[src/rtl/load_store_unit_pkg.sv]
// Shared size codes, FSM state encoding and helpers for the load/store unit.
// Optional misalignment trapping is enabled with LSU_MISALIGN_CHECK_EN.
package load_store_unit_pkg;

    localparam int LSU_ADDR_LEN = 32;
    localparam int LSU_DATA_LEN = 32;

    localparam logic [1:0] SIZE_B = 2'b00;
    localparam logic [1:0] SIZE_H = 2'b01;
    localparam logic [1:0] SIZE_W = 2'b10;

    typedef enum logic [1:0] {
        LSU_IDLE   = 2'b00,
        LSU_ACCESS = 2'b01,
        LSU_WRITE  = 2'b10,
        LSU_RESP   = 2'b11
    } lsu_state_t;

    // The reserved size code 2'b11 behaves as a word access.
    function automatic logic is_word(input logic [1:0] size);
        return size[1];
    endfunction

    function automatic logic is_misaligned(input logic [1:0] size, input logic [1:0] offset);
        return ((size == SIZE_H) && offset[0]) || (is_word(size) && (offset != 2'b00));
    endfunction

endpackage

[src/rtl/load_store_unit_align.sv]
// Combinational lane logic: little-endian load extract/extend and sub-word store merge.
module load_store_unit_align
    import load_store_unit_pkg::*;
(
    input  logic [31:0] mem_word,
    input  logic [15:0] wdata_lo,
    input  logic [1:0]  offset,
    input  logic [1:0]  size,
    input  logic        is_unsigned,
    output logic [31:0] load_data,
    output logic [31:0] store_word
);

    logic [7:0]  byte_lane;
    logic [15:0] half_lane;

    // Half accesses look only at offset[1]; word accesses ignore the offset.
    always_comb begin
        byte_lane  = mem_word[{offset, 3'b000} +: 8];
        half_lane  = offset[1] ? mem_word[31:16] : mem_word[15:0];
        load_data  = mem_word;
        store_word = mem_word;
        if (size == SIZE_B) begin
            load_data = {{24{~is_unsigned & byte_lane[7]}}, byte_lane};
            store_word[{offset, 3'b000} +: 8] = wdata_lo[7:0];
        end else if (size == SIZE_H) begin
            load_data = {{16{~is_unsigned & half_lane[15]}}, half_lane};
            store_word[{offset[1], 4'b0000} +: 16] = wdata_lo;
        end
    end

endmodule

[src/rtl/load_store_unit.sv]
// Load/store unit: FSM and request registers driving a word-wide data memory.
// Define LSU_MISALIGN_CHECK_EN to complete misaligned half/word accesses with resp_misalign.
module load_store_unit
    import load_store_unit_pkg::*;
#(
    parameter int ADDR_W = LSU_ADDR_LEN,
    parameter int DATA_W = LSU_DATA_LEN
) (
    input  logic              clk,
    input  logic              rst,
    input  logic              req_valid,
    output logic              req_ready,
    input  logic              req_we,
    input  logic [1:0]        req_size,
    input  logic              req_unsigned,
    input  logic [ADDR_W-1:0] req_addr,
    input  logic [DATA_W-1:0] req_wdata,
    output logic              resp_valid,
    output logic [DATA_W-1:0] resp_rdata,
    output logic              resp_misalign,
    output logic [ADDR_W-1:0] mem_addr,
    output logic              mem_we,
    output logic [DATA_W-1:0] mem_wdata,
    input  logic [DATA_W-1:0] mem_rdata
);

    lsu_state_t        state_q, state_d;
    logic              we_q;
    logic [1:0]        size_q;
    logic              uns_q;
    logic [ADDR_W-1:0] addr_q;
    logic [DATA_W-1:0] wdata_q;
    logic [DATA_W-1:0] merge_q;
    logic [DATA_W-1:0] rdata_q;
    logic              misalign_q;
    logic              accept;
    logic              mis_now;
    logic [DATA_W-1:0] load_data;
    logic [DATA_W-1:0] store_word;

`ifdef LSU_MISALIGN_CHECK_EN
    assign mis_now = is_misaligned(req_size, req_addr[1:0]);
`else
    assign mis_now = 1'b0;
`endif

    assign accept        = req_valid && (state_q == LSU_IDLE);
    assign req_ready     = (state_q == LSU_IDLE);
    assign resp_valid    = (state_q == LSU_RESP);
    assign resp_rdata    = rdata_q;
    assign resp_misalign = misalign_q;
    assign mem_addr      = {addr_q[ADDR_W-1:2], 2'b00};

    // Loads read the live memory word; the merge in WRITE uses the snapshot.
    load_store_unit_align u_align (
        .mem_word    ((state_q == LSU_WRITE) ? merge_q : mem_rdata),
        .wdata_lo    (wdata_q[15:0]),
        .offset      (addr_q[1:0]),
        .size        (size_q),
        .is_unsigned (uns_q),
        .load_data   (load_data),
        .store_word  (store_word)
    );

    always_ff @(posedge clk) begin
        if (rst) begin
            state_q    <= LSU_IDLE;
            we_q       <= 1'b0;
            size_q     <= 2'b00;
            uns_q      <= 1'b0;
            addr_q     <= '0;
            wdata_q    <= '0;
            merge_q    <= '0;
            rdata_q    <= '0;
            misalign_q <= 1'b0;
        end else begin
            state_q <= state_d;
            if (accept) begin
                we_q       <= req_we;
                size_q     <= req_size;
                uns_q      <= req_unsigned;
                addr_q     <= req_addr;
                wdata_q    <= req_wdata;
                rdata_q    <= '0;
                misalign_q <= mis_now;
            end
            if (state_q == LSU_ACCESS) begin
                if (!we_q) begin
                    rdata_q <= load_data;
                end else if (!is_word(size_q)) begin
                    merge_q <= mem_rdata;
                end
            end
        end
    end

    // Reset overrides the write strobe so an interrupted access never lands.
    always_comb begin
        state_d   = state_q;
        mem_we    = 1'b0;
        mem_wdata = '0;
        case (state_q)
            LSU_IDLE: begin
                if (req_valid) begin
                    state_d = mis_now ? LSU_RESP : LSU_ACCESS;
                end
            end
            LSU_ACCESS: begin
                if (we_q && !is_word(size_q)) begin
                    state_d = LSU_WRITE;
                end else begin
                    state_d = LSU_RESP;
                    if (we_q) begin
                        mem_we    = 1'b1;
                        mem_wdata = wdata_q;
                    end
                end
            end
            LSU_WRITE: begin
                mem_we    = 1'b1;
                mem_wdata = store_word;
                state_d   = LSU_RESP;
            end
            LSU_RESP: begin
                state_d = LSU_IDLE;
            end
            default: begin
                state_d = LSU_IDLE;
            end
        endcase
        if (rst) begin
            mem_we = 1'b0;
        end
    end

endmodule

[config.mk]
export PLATFORM = sky130hd
export DESIGN_NAME = load_store_unit
export DESIGN_NICKNAME = d
export VERILOG_FILES = /design/src/rtl/load_store_unit_pkg.sv /design/src/rtl/load_store_unit_align.sv /design/src/rtl/load_store_unit.sv
export SDC_FILE = /design/constraint.sdc
export NUM_CORES = 1
export LEC_CHECK = 0
export CAP_MARGIN = 20
export CORE_AREA = 4 4 139 141
export DETAILED_ROUTE_END_ITERATION = 7
export DIE_AREA = 0 0 143 145
export PLACE_DENSITY = 0.74
export REMOVE_ABC_BUFFERS = 1
export SLEW_MARGIN = 20
export SYNTH_ARGS = -nofsm -noshare
export SYNTH_HDL_FRONTEND = slang
export SYNTH_SLANG_ARGS = --single-unit
[constraint.sdc]
create_clock -name clk -period 4.4 [get_ports clk]
set_input_delay 0.88 -clock clk [delete_from_list [all_inputs] [get_ports clk]]
set_output_delay 0.88 -clock clk [all_outputs]
set_load 0.02 [all_outputs]
==> summary.txt <==
Outcome
  • Outcome: finished, final reports clean

Placement
  • Placed inst area: just over 9000 um^2
  • Dpl cells: 1262
  • Final RePlAce weighted congestion: 0.881
  • Setup WS pre-CTS: around 0.55 ns
  • Port Buf Inserts: 199
  • Hpwl dp: 17200 um

Route
  • Via count: between 7000 and 8000
  • Initial DRC Count: 622
  • Wire per inst: 19.3 um
  • DRT antenna net count: 0
  • Total Wirelength: 24900 um
  • Via/cell ratio: around 5.6
  • Drt drc: 0
  • DRT Pass-1 Iters: 5

Yosys
  • FFs w/ async S/R, synth: 0
  • Sequential area share after synthesis: 0.374
  • Post-synth top area share: 0.374
  • Synth Flop Type: dfxtp_1
  • Largest area contributor in the netlist: dfxtp_1
  • Synth Register Bits: about 130
  • Cell count after synthesis: 924
  • Mean Syn Cell Area: approximately 7.8 um^2
  • Synth Warn #: 0
  • Synth top area cells: dfxtp_1 37%, nand2_1 13%, a21oi_1 9.6%
  • Post-synth EDFFs: 0
  • Unique masters post-synth: 46
  • Netlist Area Pre-Place: 7180 um^2

Floorplan
  • Starting Density: 0.400
  • Die width: around 140 um
  • Core Region: 18000 um^2
  • FP Rows: about 50
  • # IOs: a little over 200
  • Die Ht: 145 um
  • Total Die Area: 20700 um^2

Clock tree
  • # clock sinks: 134
  • CTS root buffer: clkbuf_16
  • CTS H-tree lvls: 4
  • Max Root-Sink Buffers: 2
  • CTS tree: built
  • Worst-Skew Late Latency: 0.43 ns
  • Cts hold-fix bufs: 0
  • Clk slew on worst S/H paths: 0.06 ns
  • Total CTS buffers: 17

Hold path
  • Type of the worst min-delay path: reg -> reg

STA
  • Final setup TNS: 0 ns
  • Clk_skew: 0.00811 ns
  • RSZ-0062 raised after global routing: false
  • Final Hold Fails: 0
  • Max Clock Freq: 0.239 GHz
  • Slew @ Worst Pin: 0.928 ns
  • Relative slew slack: 0.381
  • Min Tclk post-route: between 4 and 5 ns
  • Max Slew Vio Count: 0
  • Worst setup margin: 0.208 ns
  • Final setup vio count: 0
  • Period Utilization, post-route: 0.953

Final layout
  • Final instance area: 9680 um^2
  • Fin nets: 1164
  • Final Util: 0.539
  • Layout Area Growth over Synthesis: 34.9%
  • Antenna diode count: 0
  • Layout cells sized above 1: 0.0865
  • Fin cells: 1293

Worst setup path
  • Worst-path cell chain: inv_1 -> ha_1 -> or4b_2 -> a21oi_1 -> o21ai_0 -> a21boi_0 -> clkdlybuf4s50_1
  • Crit-path leading delay family: buffers and inverters
  • Crit path max-delay cell type: clkdlybuf4s50_1
  • CP required: 3.52 ns
  • CP Buf/Inv Count: 2
  • Crit path max fanout: 11
  • Path type of the worst setup path: reg -> out
  • Critical path arrival: 3.31 ns
  • Crit path largest cell delay: 0.68 ns
  • FF-to-FF setup slack: 1.34 ns
  • Endpoint class of the critical path: output port
  • Startpoint types: register

Global routing
  • Global-route wire length before repair: 38400 um
  • Antenna violations before repair: 0
  • Vias in the first global route: between 6000 and 7000
  • Largest net degree at the start of global routing: 75
  • GR Overflow Total: 0
  • Total Routing Usage GR: 0.235

Power and ir drop
  • LEAKAGE: 0.00345 uW
  • Pwr/cell area: 550 nW/um^2
  • Worst VDD drop: around 0.00028 V

Job
  • Max Cap Violations: 0
report_power, final:
group	internal (uW)	switching, uW	total [uW]
Combinational	926	1270	2200
Sequential	1490	215	1700
Clock	888	536	1420
Total	3300	2020	5320
cell usage in the layout (no fill, tap or decap), types with 3 or more instances in the layout:
cell type and n:
a211oi_1 20, clkdlybuf4s50_1 198, or2_2 4, clkinvlp_4 3, a22o_1 14, clkbuf_8 4, mux2_2 24, o21ai_0 25
nand2_1 257, o31a_1 3, a22oi_1 29, conb_1 3, ha_1 8, a2bb2oi_1 7, a21oi_1 137, clkinv_2 3
dfxtp_1 133, a311oi_1 13, a21boi_0 8, buf_4 21, nand3_1 8, mux2i_1 37, o2bb2ai_1 7, nor2_1 18
nand2b_1 5, o211ai_1 18, inv_1 6, clkbuf_16 17
cells in the mapped netlist (2+ instances only):
library cell  number
mux4_2             2
buf_2              4
o31a_1             3
mux2i_1           37
clkbuf_1          67
a21oi_1          137
ha_1               9
a2bb2oi_1          7
o211ai_1          18
inv_1              6
or3_1              2
a311oi_1          13
a21boi_0           8
or2_2              4
a221oi_1           2
nor2_1            20
buf_4             34
mux2_2            24
a32o_1             2
nand2b_1           5
nand2_1          258
o21ai_0           25
buf_1              7
a22o_1            14
a211oi_1          20
o2bb2ai_1          7
a22oi_1           29
and2_1             2
dfxtp_1          134
nand3_1            8
logic make-up after synthesis:
family | after synthesis | share of synthesized area
compound gates | 288 | 0.257
flops | 134 | 0.374
buf+inv | 120 | 0.0823
other cells | 1 | 0.000522
mux | 64 | 0.0976
simple gates | 308 | 0.173
fa+ha+maj | 9 | 0.0157
flip-flops by register name, summed over array words and instances, names as in the netlist:
register and count:
we_q 1, uns_q 1, size_q 2, resp_rdata 32
merge_q 32, wdata_q 32, addr_q 32, state_q 2
final cells by class:
type	count	area, um^2
timing repair buffer	220	2160
tap	229	287
clock inverter	8	97.6
clock buffer	23	488
multi-input combinational	672	3940
fill	1709	8280
inverter	7	26.3
sequential	134	2680
what timing repair did:
item	4_1_cts	5_1_grt
setup endpoints to repair	0	8
gates resized for setup	0	1
setup buffers	0	0
endpoints found under the hold margin	0	0
path summary, 6_finish.rpt:
kind / startpoint / to / cells past startpoint
hold / removal: merge_q[12] / merge_q[12] / 2
setup reg to reg: state_q[0] / resp_rdata[23] / 8
hold reg to reg: merge_q[12] / merge_q[12] / 2
setup / recovery: addr_q[0] / mem_wdata[1] / 7
routing by layer:
| metal | part of all wire | GRT usage | wire [um] | vias up |
|---|---|---|---|---|
| met5 | 0 | 0 | 0 | - |
| met3 | 0.090 | 0.0441 | 2250 | 61 |
| li1 | - | - | - | 3461 |
| met1 | 0.42 | 0.323 | 10400 | 3350 |
| met4 | 0.032 | 0.0879 | 808 | 0 |
| met2 | 0.46 | 0.366 | 11500 | 376 |
metrics by stage:
step / hold WS, ns / power [uW]
after floorplan: 0.427 / 2930
after global placement: 0.438 / 3870
after detailed placement: 0.446 / 3900
after CTS: 0.454 / 5330
after global routing: 0.463 / 5590
final: 0.451 / 5320
worst register-to-register path: stages, from the launching register on:
cell and delay, ns:
dfxtp_1 0.35, inv_1 0.09, ha_2 0.47, buf_4 0.34, mux2_2 0.42, mux4_2 0.53
a2111oi_4 0.32, buf_4 0.28, a211oi_1 0.11
(Power assumes the default switching activity.)
